[src/rtl/arb_rr_pkg.sv]
// arb_rr_pkg: shared types and helpers for the round-robin arbiter controller.
package arb_rr_pkg;
  typedef enum logic [1:0] {ARB_IDLE, ARB_OWN, ARB_GAP} arb_state_e;
  localparam int ARB_MAX_N = 16;
  function automatic logic [3:0] onehot_to_idx(input logic [ARB_MAX_N-1:0] oh);
    onehot_to_idx = '0;
    for (int i = 0; i < ARB_MAX_N; i++)
      if (oh[i]) onehot_to_idx = 4'(i);
  endfunction
endpackage

[src/rtl/arb_rr_pick.sv]
// arb_rr_pick: rotating-priority picker, first set request bit after last (wrapping).
module arb_rr_pick #(
  parameter int N = 2,
  localparam int IW = $clog2(N)
) (
  input  logic [N-1:0]  request,
  input  logic [IW-1:0] last,
  output logic          valid,
  output logic [IW-1:0] idx
);
  always_comb begin
    valid = 1'b0;
    idx = '0;
    // scan from the far end so the nearest candidate after last is assigned last
    for (int k = N; k >= 1; k--) begin
      if (request[(int'(last) + k) % N]) begin
        valid = 1'b1;
        idx = IW'((int'(last) + k) % N);
      end
    end
  end
endmodule

[src/rtl/arb_rr_ctrl.sv]
// arb_rr_ctrl: N-way round-robin arbiter with registered grant, hold limit and inter-grant gap.
// Define ARB_RR_STATS_EN to add saturating per-requester grant and timeout counters.
module arb_rr_ctrl
  import arb_rr_pkg::*;
#(
  parameter int N = 2,
  parameter int MAX_HOLD = 8,
  parameter int GAP = 1
) (
  input  logic                 clk,
  input  logic                 reset_n,
  input  logic [N-1:0]         request,
  input  logic                 done,
  output logic [N-1:0]         grant,
  output logic [$clog2(N)-1:0] grant_id,
  output logic                 busy,
  output logic                 timeout
`ifdef ARB_RR_STATS_EN
  ,
  output logic [15:0]          grant_count [N],
  output logic [15:0]          timeout_count
`endif
);
  localparam int IW = $clog2(N);
  localparam int HW = $clog2(MAX_HOLD + 1) + 1;
  arb_state_e state_q, state_d;
  logic [HW-1:0] hold_q, hold_d;
  logic [1:0] gap_q, gap_d;
  logic [N-1:0] grant_q, grant_d;
  logic [IW-1:0] id_q, id_d, last_q, last_d, pick_last, pick_idx;
  logic timeout_q, timeout_d, pick_valid, rel_done, rel_to, leave, arb;
  // at a back-to-back release the outgoing owner must already count as last
  assign pick_last = (state_q == ARB_OWN) ? id_q : last_q;
  arb_rr_pick #(.N(N)) u_pick (
    .request(request),
    .last   (pick_last),
    .valid  (pick_valid),
    .idx    (pick_idx)
  );
  always_comb begin
    state_d = state_q;
    hold_d = hold_q;
    gap_d = gap_q;
    grant_d = grant_q;
    last_d = last_q;
    timeout_d = 1'b0;
    rel_done = done | ~|(request & grant_q);
    rel_to = (MAX_HOLD != 0) && (hold_q == HW'(MAX_HOLD));
    leave = (state_q == ARB_OWN) && (rel_done || rel_to);
    arb = (state_q == ARB_IDLE) || (state_q == ARB_GAP && gap_q == 2'(GAP - 1)) || (leave && GAP == 0);
    if (state_q == ARB_OWN) hold_d = hold_q + 1'b1;
    if (state_q == ARB_GAP) gap_d = gap_q + 1'b1;
    if (leave) begin
      grant_d = '0;
      last_d = id_q;
      hold_d = '0;
      gap_d = '0;
      timeout_d = rel_to & ~rel_done;
      state_d = (GAP > 0) ? ARB_GAP : ARB_IDLE;
    end
    if (arb) begin
      state_d = pick_valid ? ARB_OWN : ARB_IDLE;
      if (pick_valid) begin
        grant_d = N'(1) << pick_idx;
        hold_d = HW'(1);
      end
    end
    id_d = IW'(onehot_to_idx(ARB_MAX_N'(grant_d)));
  end
  always_ff @(posedge clk or negedge reset_n) begin
    if (!reset_n) begin
      state_q <= ARB_IDLE;
      hold_q <= '0;
      gap_q <= '0;
      grant_q <= '0;
      id_q <= '0;
      last_q <= IW'(N - 1);
      timeout_q <= 1'b0;
    end else begin
      state_q <= state_d;
      hold_q <= hold_d;
      gap_q <= gap_d;
      grant_q <= grant_d;
      id_q <= id_d;
      last_q <= last_d;
      timeout_q <= timeout_d;
    end
  end
  assign grant = grant_q;
  assign grant_id = id_q;
  assign busy = |grant_q;
  assign timeout = timeout_q;
  always_ff @(posedge clk) begin
    if (reset_n) assert ($onehot0(grant_q));
  end
`ifdef ARB_RR_STATS_EN
  logic [15:0] gc_q [N];
  logic [15:0] gc_d [N];
  logic [15:0] tc_q, tc_d;
  always_comb begin
    for (int i = 0; i < N; i++)
      gc_d[i] = gc_q[i] + 16'((arb && pick_valid && int'(pick_idx) == i && gc_q[i] != 16'hFFFF) ? 1 : 0);
    tc_d = tc_q + 16'((timeout_d && tc_q != 16'hFFFF) ? 1 : 0);
  end
  always_ff @(posedge clk or negedge reset_n) begin
    if (!reset_n) begin
      for (int i = 0; i < N; i++) gc_q[i] <= '0;
      tc_q <= '0;
    end else begin
      for (int i = 0; i < N; i++) gc_q[i] <= gc_d[i];
      tc_q <= tc_d;
    end
  end
  assign grant_count = gc_q;
  assign timeout_count = tc_q;
`endif
endmodule

[config.mk]
export PLATFORM = sky130hd
export DESIGN_NAME = arb_rr_ctrl
export DESIGN_NICKNAME = d
export VERILOG_FILES = /design/src/rtl/arb_rr_pkg.sv /design/src/rtl/arb_rr_pick.sv /design/src/rtl/arb_rr_ctrl.sv
export SDC_FILE = /design/constraint.sdc
export NUM_CORES = 1
export LEC_CHECK = 0
export BUFFER_PORTS_ARGS = -buffer_cell sky130_fd_sc_hd__buf_2
export CAP_MARGIN = 20
export CORE_MARGIN = 3
export CORE_UTILIZATION = 40
export CTS_BUF_LIST = sky130_fd_sc_hd__clkbuf_8
export CTS_CLUSTER_DIAMETER = 80
export DETAILED_ROUTE_END_ITERATION = 8
export GPL_TIMING_DRIVEN = 0
export MAX_ROUTING_LAYER = met4
export PLACE_DENSITY = 0.57
export SETUP_SLACK_MARGIN = 0.4
export SLEW_MARGIN = 20
export SYNTH_ARGS = -nofsm -noshare
export SYNTH_HDL_FRONTEND = slang
export SYNTH_SLANG_ARGS = --single-unit
export TNS_END_PERCENT = 1
[constraint.sdc]
create_clock -name clk -period 4.4 [get_ports clk]
set_clock_uncertainty 0.05 [all_clocks]
set_input_delay 1.1 -clock clk [delete_from_list [all_inputs] [get_ports clk]]
set_output_delay 1.1 -clock clk [all_outputs]
set_load 0.02 [all_outputs]
== Yosys cells after proc, flatten, opt, wreduce, memory -nomap -nowiden ==
Cells that the tools add are included.

* Register bits after elaboration: 14

* Add/sub/neg operators: 4
* $lt $le $gt $ge: 2
* Equality and inequality tests: 3
* Shift-type cells: 1
* Mux-type cells: 25
* Bitwise operators: 6
* Reduce and logical (&&, ||, !) cells: 11

{| class="wikitable"
|+ Operators with widths
! cell !! number
|-
| 5-bit 2-to-1 mux || 4
|-
| 1-bit 2-to-1 mux || 14
|-
| 2-bit 2-to-1 mux || 7
|-
| 2-bit by 3-bit less-than comparator with 1-bit output, second input constant || 2
|-
| 5-bit by 1-bit adder with 5-bit output, second input constant || 1
|-
| 5-bit by 4-bit == test with 1-bit output, second input constant || 1
|-
| 2-bit zero test || 2
|-
| 2-bit nonzero test || 2
|-
| 2-bit OR reduction || 2
|-
| 1-bit adder, second input constant || 2
|-
| 2-bit by 1-bit adder with 2-bit output, second input constant || 1
|-
| 1-bit AND, first input constant || 2
|-
| 2-bit AND || 1
|-
| 2-bit by 1-bit == test with 1-bit output, second input constant || 1
|-
| 2-bit == test, second input constant || 1
|-
| 1-bit logical AND || 2
|-
| 1-bit logical OR || 2
|-
| 1-bit by 1-bit left shift with 2-bit output, first input constant || 1
|-
| 1-bit AND || 1
|-
| 1-bit zero test || 1
|-
| 1-bit NOT || 1
|-
| 1-bit bitwise OR || 1
|}

== Depth between registers and ports, before layout ==
Gate-level depths: netlist (run 1).

* Word-level depth: 13
* Mapped depth: 6

== Modules after synthesis ==
A second synthesis (run 1) with hierarchy kept.

* Cell total of the unflattened synthesis: 80
* Area total of the unflattened synthesis: 720.7 µm²

{| class="wikitable"
|+ By module, submodules not included
! module !! times used !! cells each !! area an instance (µm²)
|-
| arb_rr_ctrl || 1 || 78 || 706.9
|-
| arb_rr_pick || 1 || 2 || 13.8
|}

== Worst setup path after synthesis (run 1) ==
OpenSTA, ideal clock, no wires.

* Path kind: input to register
* Start point: input port request[0]
* End point: register state_q[1]
* Arrival time: 1.756 ns
* Required time: 4.228 ns
* Slack: 2.471 ns
* Stages on the path: 4
* Buffers on the path: 0
* Path through: a22oi_2 > or3_1 > a21oi_1 > a21oi_2

* Word-level cells in the longest chain between the ends: 7

{| class="wikitable"
|+ RTL lines
! element !! RTL line !! RTL
|-
| start: declaration || arb_rr_ctrl.sv:12 || <nowiki>input logic [N-1:0] request,</nowiki>
|-
| 2-bit AND || arb_rr_ctrl.sv:47 || <nowiki>rel_done = done | ~|(request & grant_q);</nowiki>
|-
| 2-bit OR reduction || arb_rr_ctrl.sv:47 ||
|-
| 1-bit zero test || arb_rr_ctrl.sv:47 ||
|-
| 1-bit bitwise OR || arb_rr_ctrl.sv:47 ||
|-
| 1-bit logical OR || arb_rr_ctrl.sv:49 || <nowiki>leave = (state_q == ARB_OWN) && (rel_done || rel_to);</nowiki>
|-
| 1-bit logical AND || arb_rr_ctrl.sv:49 ||
|-
| 2-bit nonzero test (no source line) || n/a ||
|-
| end signal: assignment || arb_rr_ctrl.sv:80 || <nowiki>state_q <= state_d;</nowiki>
|-
| end: declaration || arb_rr_ctrl.sv:26 || <nowiki>arb_state_e state_q, state_d;</nowiki>
|}

No other way between the ends.
A chain may end at the register's enable or synchronous reset.

== Final worst setup path (run 1) ==
* Start point: register grant_q[1], in the netlist grant[1]
* End point: output port busy

* Word-level cells in the longest chain between the ends: 1

{| class="wikitable"
|+ RTL lines
! element !! RTL line !! RTL
|-
| start: declaration || arb_rr_ctrl.sv:29 || <nowiki>logic [N-1:0] grant_q, grant_d;</nowiki>
|-
| start signal: assignment || arb_rr_ctrl.sv:83 || <nowiki>grant_q <= grant_d;</nowiki>
|-
| 2-bit OR reduction || arb_rr_ctrl.sv:91 || <nowiki>assign busy = |grant_q;</nowiki>
|-
| end: declaration || arb_rr_ctrl.sv:16 || <nowiki>output logic busy,</nowiki>
|}

No other way between the ends.

==> results.sh, run 1 <==
export IMPL_p_comb_frac=0.453
export IMPL_dr_wl_met3_um=53
export IMPL_dpl_cell_count=92
export IMPL_rsz0062_at_grt="no"
export IMPL_via_count=485
export IMPL_hold_viol=0
export IMPL_wl_met1_um=592
export IMPL_diodes=0
export IMPL_r2r_end="grant[1]"
export IMPL_cts_sinks=13
export IMPL_io_buffers=9
export IMPL_r2r_setup_slack_ps=2780
export IMPL_synth_mux_area_frac=0.0142
export IMPL_synth_top_family_by_area="simple AND/OR/NAND/NOR gates"
export IMPL_clk_pin_slew_ps=50
export IMPL_critPathLaunchType="register"
export IMPL_antenna_found_initial=0
export IMPL_remaining_drc_errors=0
export IMPL_area_growth_pct=15.6
export IMPL_layout_drive_gt1_share=0.288
export IMPL_hold_slack_ps=413
export IMPL_p_int_mw=0.331
export IMPL_grt_pass1_vias=441
export IMPL_wl_met2_um=535
export IMPL_start_util=0.448
export IMPL_synth_nets=75
export IMPL_top_layer_used="met4"
export IMPL_via_per_inst=5.05
export IMPL_final_cells=96
export IMPL_min_from="last_q"
export IMPL_tns_ps=0
export IMPL_root_buffer="clkbuf_8"
export IMPL_min_period_over_period=0.484
export IMPL_io_pin_count=10
export IMPL_layout_cells_most_common="dfrtp_1"
export IMPL_power_density_nw_per_um2=678
export IMPL_syn_inst=67
export IMPL_die_h_um=48.0
export IMPL_synth_seq_cells=13
export IMPL_synth_area_sq_um=707
export IMPL_synth_compound_area_frac=0.165
export IMPL_critPathKind="reg2out"
export IMPL_grt_pass1_wl_um=2040
export IMPL_setup_violations=0
export IMPL_clkPwrFrac=0.183
export IMPL_tightest_slew_ps=406
export IMPL_cts_hold_buf=0
export IMPL_htreeDepth=1
export IMPL_synth_simple_gate_area_frac=0.211
export IMPL_ys_seq_area_frac=0.462
export IMPL_max_clock_freq_mhz=469
export IMPL_r2r_cells=6
export IMPL_avgRoutedWirePerCell_um=12.4
export IMPL_synth_xor_area_frac=0.0372
export IMPL_gp_congestion=0.670
export IMPL_p_leak_nw=0.391
export IMPL_dp_slack_ps=2230
export IMPL_status="finished, final reports clean"
export IMPL_maxSlewViolCount=0
export IMPL_wirelength_um=1200
export IMPL_r2r_start="hold_q[0]"
export IMPL_total_power_mw=0.554
export IMPL_fin_ws_ps=2270
export IMPL_hpwl_um=918
export IMPL_rows=14
export IMPL_cts_buffer_depth=2
export IMPL_die_w_um=48.0
export IMPL_cp_arrival_ps=980
export IMPL_drt_iter0_markers=8
export IMPL_endpoint_kind="output pin"
export IMPL_cts_tree="built"
export IMPL_drtPass1Iterations=4
export IMPL_layout_common_cells="dfrtp_1 (12), inv_1 (10), buf_2 (9)"
export IMPL_clk_latency_ps=240
export IMPL_min_to="last_q"
export IMPL_ant_nets=0
export IMPL_whs_path_depth=2
export IMPL_seq_power_share=0.364
export IMPL_grt_util_all_layers=0.140
export IMPL_placed_area_sq_um=772
export IMPL_yosys_cell_types_count=28
export IMPL_fin_util=0.518
export IMPL_cts_buffers=3
export IMPL_p_sw_mw=0.223
export IMPL_cts_setup_buffers=0
export IMPL_cts_resized=0
export IMPL_cap_violations=0
export IMPL_sw_frac_of_total=0.403
export IMPL_overflow=0
export IMPL_finalNetCount=89
export IMPL_syn_avg_cell_area_sq_um=10.6
export IMPL_fin_crit_ps=2130
export IMPL_required_ps=3250
export IMPL_yosysWarningCount=0
export IMPL_final_area_sq_um=817
export IMPL_hp_class="reg2reg"
export IMPL_synthAdderAreaFrac=0.0531
export IMPL_vdd_drop_max_v=0.000311
export IMPL_core_area_sq_um=1580
export IMPL_fp_dieArea_sq_um=2310
export IMPL_grt_start_max_net_pins=14
export IMPL_max_slew_margin=0.729
export IMPL_crit_path_max_fanout=5
per-layer routing:
layer	vias to the layer above	track usage
li1	257	-
met1	219	0.188
met2	7	0.187
met3	2	0.0338
met4	0	0.0806
met5	-	-
registers in the layout (all words and copies together) (netlist names):
register / count
state_q: 2
last_q: 1
hold_q: 5
grant: 2
timeout: 1
gap_q: 2
area by class of cell:
cell class	instances	area, sq um
Clock buffer	3	41.3
Timing Repair Buffer	9	45.0
Multi-Input combinational cell	44	339
Buffer	1	7.51
Clock inverter	1	3.75
Sequential cell	13	327
Fill cell	156	759
Inverter	9	33.8
Tap cell	16	20.0
synthesized netlist by cell type:
library cell / instances / area, sq um
a21o_1: 1 / 7.51
a21oi_1: 3 / 15.0
a21oi_2: 1 / 8.76
a22oi_2: 1 / 12.5
and2b_4: 1 / 10.0
buf_4: 1 / 7.51
dfrtp_1: 12 / 300
dfstp_2: 1 / 26.3
ha_1: 3 / 37.5
inv_1: 9 / 33.8
mux2i_1: 1 / 10.0
nand2_1: 5 / 18.8
nand2b_2: 1 / 8.76
nand2b_4: 1 / 13.8
nand3_1: 2 / 10.0
nand4_1: 2 / 12.5
nor2_1: 6 / 22.5
nor2b_1: 1 / 6.26
nor3_1: 1 / 5.00
nor3_2: 1 / 10.0
nor4bb_4: 1 / 25.0
o21ai_1: 4 / 20.0
o2bb2ai_2: 1 / 15.0
o31ai_1: 1 / 7.51
o31ai_4: 1 / 21.3
o32ai_1: 1 / 8.76
or3_1: 1 / 6.26
xor2_1: 3 / 26.3
kinds of logic after synthesis:
kind of cell,Yosys count
XOR/XNOR,3
multiplexers,1
adder cells (fa/ha/maj),3
AO/OA/AOI/OAI,14
flip-flops,13
buffers and inverters,10
AND/OR/NAND/NOR,23
worst max-delay path by stage:
stage                     from  cells after the start          to
floorplan           request[0]                      4  state_q[1]
global placement    request[0]                      5    grant[1]
detailed placement  request[0]                      5    grant[1]
CTS                   grant[1]                      3        busy
global route          grant[1]                      3        busy
finish                grant[1]                      3        busy
critical path, stage by stage, from the launching register on:
cell	delay, ps
dfrtp_1	420
inv_1	120
nand2_1	60
buf_2	150
power by group through the flow:
stage                     clock network (mW)  registers [mW]  logic (mW)
after global placement                     0           0.203       0.249
after detailed placement                   0           0.204       0.254
after CTS                              0.105           0.202       0.255
final                                  0.101           0.202       0.251
after global routing                   0.112           0.210       0.285
after floorplan                            0           0.206       0.188
(Power assumes the default switching activity.)
==> inputs of run 2 (changes only) <==
- clock period: 4.4 -> 2.1 ns (I/O delays scaled with it)
==> run 2 against run 1 <==
First-iteration DRC count shrank 63%. Clock power grew 110%. Global-route usage is the same.
==> results.sh, run 2 (synthesis gave the netlist of run 1 again) <==
export IMPL_critPathLaunchType="register"
export IMPL_wl_met2_um=533
export IMPL_htreeDepth=1
export IMPL_required_ps=2200
export IMPL_gp_congestion=0.670
export IMPL_seq_area_sq_um=327
export IMPL_critPathMaxStageDelay_ps=390
export IMPL_final_area_sq_um=855
export IMPL_clk_pin_slew_ps=50
export IMPL_via_per_inst=5.05
export IMPL_grt_util_all_layers=0.140
export IMPL_die_w_um=48.0
export IMPL_critPathTopFamily="compound AO/OA/AOI/OAI gates"
export IMPL_drt_iter0_markers=3
export IMPL_p_int_mw=0.735
export IMPL_remaining_drc_errors=0
export IMPL_placed_area_sq_um=772
export IMPL_regMostFlops="hold_q"
export IMPL_max_clock_freq_mhz=632
export IMPL_maxSlewViolCount=0
export IMPL_cp_buffers_inverters=1
export IMPL_die_h_um=48.0
export IMPL_vdd_drop_max_v=0.000688
export IMPL_root_buffer="clkbuf_8"
export IMPL_path_depth=6
export IMPL_grt_pass1_vias=441
export IMPL_max_slew_margin=0.763
export IMPL_io_buffers=9
export IMPL_min_period_over_period=0.753
export IMPL_p_leak_nw=0.412
export IMPL_wl_met1_um=594
export IMPL_cts_buffer_depth=2
export IMPL_diodes=0
export IMPL_hold_viol=0
export IMPL_cts_buffers=3
export IMPL_cap_violations=0
export IMPL_status="finished, final reports clean"
export IMPL_crit_path_max_fanout=6
export IMPL_antenna_found_initial=0
export IMPL_cts_sinks=13
export IMPL_sw_frac_of_total=0.397
export IMPL_fin_crit_ps=1580
export IMPL_via_count=505
export IMPL_critPathSlowestCell="o31ai_4"
export IMPL_r2r_cells=6
export IMPL_seq_power_share=0.343
export IMPL_fp_dieArea_sq_um=2310
export IMPL_avgRoutedWirePerCell_um=12.1
export IMPL_critPathKind="reg2reg"
export IMPL_dr_wl_met3_um=55
export IMPL_grt_start_max_net_pins=14
export IMPL_layout_drive_gt1_share=0.333
export IMPL_rsz0062_at_grt="no"
export IMPL_cp_arrival_ps=1680
export IMPL_layout_cells_most_common="dfrtp_1"
export IMPL_grt_pass1_wl_um=2040
export IMPL_n_fill_cell=150
export IMPL_layout_common_cells="dfrtp_1 (12), inv_1 (10), buf_2 (9)"
export IMPL_crit_chain="inv_1 > ha_1 > nor4bb_4 > o31ai_4 > nand2b_4 > o32ai_2"
export IMPL_core_area_sq_um=1580
export IMPL_largest_reg_flops=5
export IMPL_clk_latency_ps=240
export IMPL_tightest_slew_ps=356
export IMPL_clkPwrFrac=0.174
export IMPL_p_sw_mw=0.485
export IMPL_start_util=0.448
export IMPL_multi_input_area_sq_um=347
export IMPL_hpwl_um=918
export IMPL_io_pin_count=10
export IMPL_hp_class="in2async"
export IMPL_finalNetCount=93
export IMPL_setup_violations=0
export IMPL_tns_ps=0
export IMPL_cts_hold_buf=0
export IMPL_area_growth_pct=20.9
export IMPL_drtPass1Iterations=4
export IMPL_power_density_nw_per_um2=1430
export IMPL_cts_tree="built"
export IMPL_rows=14
export IMPL_wirelength_um=1210
export IMPL_ant_nets=0
export IMPL_endpoint_kind="register"
export IMPL_overflow=0
export IMPL_top_layer_used="met4"
export IMPL_p_comb_frac=0.483
-- run 2: cell count changes in the layout (fill, tap and decap cells not counted), sizes merged --
cell  previous run  this run
buf             10        14
-- run 2: routing by layer --
layer,vias up,GRT usage
met5,-,-
met4,0,0.0806
met3,5,0.0338
met2,10,0.187
met1,226,0.188
li1,264,-
-- run 2: worst register-to-register path, stage by stage, from the launching register on --
cell and delay, ps:
dfrtp_1 370, inv_1 50, ha_1 190, nor4bb_4 160
o31ai_4 390, nand2b_4 140, o32ai_2 140
-- run 2: area by class of cell --
class,instances,share of cell area
multi-input cells,44,0.406
plain buffers,1,0.00878
well taps,16,0.0234
clock buffers,3,0.0483
repair buffers,13,0.0878
clock inverters,1,0.00439
flip-flops and latches,13,0.382
inverters,9,0.0395
-- run 2: power by group through the flow --
stage	registers, mW	logic, mW	clock network [mW]
floorplan	0.432	0.394	0
global placement	0.426	0.522	0
detailed placement	0.427	0.531	0
CTS	0.423	0.534	0.220
global route	0.435	0.664	0.234
finish	0.418	0.590	0.212
-- run 2: path summary, 6_finish.rpt --
path	from	endpoint	slack, ps
hold reg to reg	last_q	last_q	410
setup reg to reg	hold_q[0]	grant[1]	520
setup / recovery	hold_q[0]	grant[1]	520
max in group asynchronous	reset_n	last_q	1610
min in group clk	last_q	last_q	410
hold / removal	reset_n	hold_q[4]	110
-- run 2: through the flow --
stage	total power [mW]	cells	hold slack, ps	worst slack, ps	utilization
after global placement	0.948	92	382	475	0.490
after detailed placement	0.958	92	377	491	0.490
after global routing	1.33	100	126	409	0.542
after floorplan	0.826	67	179	637	-
final	1.22	100	112	518	0.542
after CTS	1.18	96	121	468	0.518
-- run 2: timing repair --
action,CTS,global route
buffers inserted,0,4
endpoints found under the setup margin,0,2
resized for setup,0,1
==> inputs of run 3 (changes only) <==
- PLACE_DENSITY: 0.57 -> 0.59
- clock period: 2.1 -> 1.4 ns (I/O delays scaled with it)
==> run 3 against run 2 <==
The run now ends with setup timing left. Wire length grew 8.6%. Clock power is 60% higher. Sequential share of layout area shrank 3.8 points. Fmax increased by 9.7%. Global-route usage rose by 0.58 points. Critical endpoint is now state_q[1].
==> results.sh, run 3 (synthesis gave the netlist of run 1 again) <==
export IMPL_crit_path_max_fanout=3
export IMPL_cp_common_cell="a21oi_2"
export IMPL_htreeDepth=1
export IMPL_min_period_over_period=1.03
export IMPL_cts_tree="built"
export IMPL_crit_chain="inv_2 > ha_4 > nor4bb_4 > or3_1 > a21oi_2 > a21oi_2"
export IMPL_hpwl_um=887
export IMPL_grt_busiest_layer="met2"
export IMPL_use_met2=0.222
export IMPL_io_pin_count=10
export IMPL_drt_iter0_markers=5
export IMPL_avgRoutedWirePerCell_um=12.6
export IMPL_cp_arrival_ps=1530
export IMPL_die_h_um=48.0
export IMPL_min_from="done"
export IMPL_remaining_drc_errors=0
export IMPL_critPathKind="reg2reg"
export IMPL_fin_crit_ps=1440
export IMPL_p_leak_nw=0.436
export IMPL_critPathTopFamily="simple AND/OR/NAND/NOR gates"
export IMPL_start_util=0.448
export IMPL_r2r_start="hold_q[0]"
export IMPL_cts_buffer_depth=2
export IMPL_n_fill_cell=135
export IMPL_critPathLaunchType="register"
export IMPL_core_area_sq_um=1580
export IMPL_required_ps=1490
export IMPL_fp_dieArea_sq_um=2310
export IMPL_clk_latency_ps=250
export IMPL_met1_usage=0.169
export IMPL_area_growth_pct=34.3
export IMPL_met3_usage=0.0639
export IMPL_antenna_found_initial=0
export IMPL_layout_drive_gt1_share=0.461
export IMPL_ant_nets=0
export IMPL_grt_util_all_layers=0.146
export IMPL_rsz0062_at_grt="yes"
export IMPL_via_per_inst=5.06
export IMPL_critPathSlowestCell="or3_1"
export IMPL_clk_pin_slew_ps=60
export IMPL_gp_congestion=0.667
export IMPL_grt_pass1_vias=496
export IMPL_rows=14
export IMPL_placed_area_sq_um=776
export IMPL_multi_input_area_sq_um=369
export IMPL_io_buffers=9
export IMPL_grt_pass1_wl_um=2170
export IMPL_layout_cells_most_common="dfrtp_1"
export IMPL_cts_sinks=13
export IMPL_diodes=0
export IMPL_cp_buffers_inverters=1
export IMPL_grt_start_max_net_pins=14
export IMPL_violations="setup timing"
export IMPL_die_w_um=48.0
export IMPL_critPathMaxStageDelay_ps=370
export IMPL_max_slew_margin=0.778
export IMPL_via_count=531
export IMPL_finalNetCount=98
export IMPL_hp_class="in2reg"
export IMPL_tightest_slew_ps=333
export IMPL_endpoint_kind="register"
export IMPL_final_area_sq_um=950
export IMPL_wirelength_um=1320
export IMPL_critPathLaunch="hold_q[0]"
export IMPL_seq_area_sq_um=327
export IMPL_layout_common_cells="dfrtp_1 (12), buf_4 (9), nor2_1 (6), inv_1 (6), buf_6 (5)"
export IMPL_cts_buffers=3
export IMPL_regMostFlops="hold_q"
export IMPL_power_density_nw_per_um2=2140
export IMPL_cap_violations=0
export IMPL_fin_util=0.602
export IMPL_hold_viol=0
export IMPL_max_clock_freq_mhz=693
export IMPL_overflow=0
export IMPL_status="complete, but fails checks"
export IMPL_drtPass1Iterations=3
export IMPL_maxSlewViolCount=0
export IMPL_root_buffer="clkbuf_8"
export IMPL_vdd_drop_max_v=0.00115
export IMPL_setup_violations=4
export IMPL_largest_reg_flops=5
export IMPL_fin_ws_ps=-42.7
run 3: power by group:
group | internal [mW] | leakage [nW] | switching (mW)
Combinational | 0.527 | 0.247 | 0.527
Clock | 0.197 | 0.0255 | 0.143
Sequential | 0.508 | 0.164 | 0.126
run 3: final timing paths:
kind | to | slack [ps] | cells past startpoint
min | timeout | 260 | 2
min in group asynchronous | hold_q[2] | 470 | 2
max | state_q[1] | -40 | 6
min reg2reg | last_q | 410 | 2
max in group asynchronous | last_q | 550 | 2
max reg2reg | state_q[1] | -40 | 6
run 3: area by class of cell:
class / count / share of cell area
clock buffer: 3 / 0.0435
multi-input combinational: 44 / 0.389
tap: 16 / 0.0211
buffer: 1 / 0.00791
clock inverter: 1 / 0.00527
timing repair buffer: 18 / 0.154
inverter: 9 / 0.0356
sequential: 13 / 0.344
run 3: timing repair:
item	in CTS	in global routing
pin swaps	8	5
buffers inserted	5	3
gates resized for setup	12	7
endpoints found under the setup margin	18	18
hold buffers	1	0
endpoints found under the hold margin	12	0
run 3: stage by stage:
stage | instances | worst slack [ps] | hold slack, ps | power (mW) | TNS (ps)
after floorplan | 67 | -55.0 | 4.41 | 1.25 | -119
after global placement | 92 | -192 | 207 | 1.43 | -1510
after detailed placement | 92 | -183 | 203 | 1.43 | -1480
after CTS | 102 | -69.5 | 256 | 1.94 | -354
after global routing | 105 | -124 | 274 | 2.19 | -670
final | 105 | -42.7 | 263 | 2.03 | -119
run 3: layer usage:
| layer | routed length [um] | vias to the layer above |
|---|---|---|
| li1 | - | 275 |
| met1 | 614 | 246 |
| met2 | 626 | 8 |
| met3 | 56 | 2 |
| met4 | 21 | 0 |
| met5 | 0 | - |
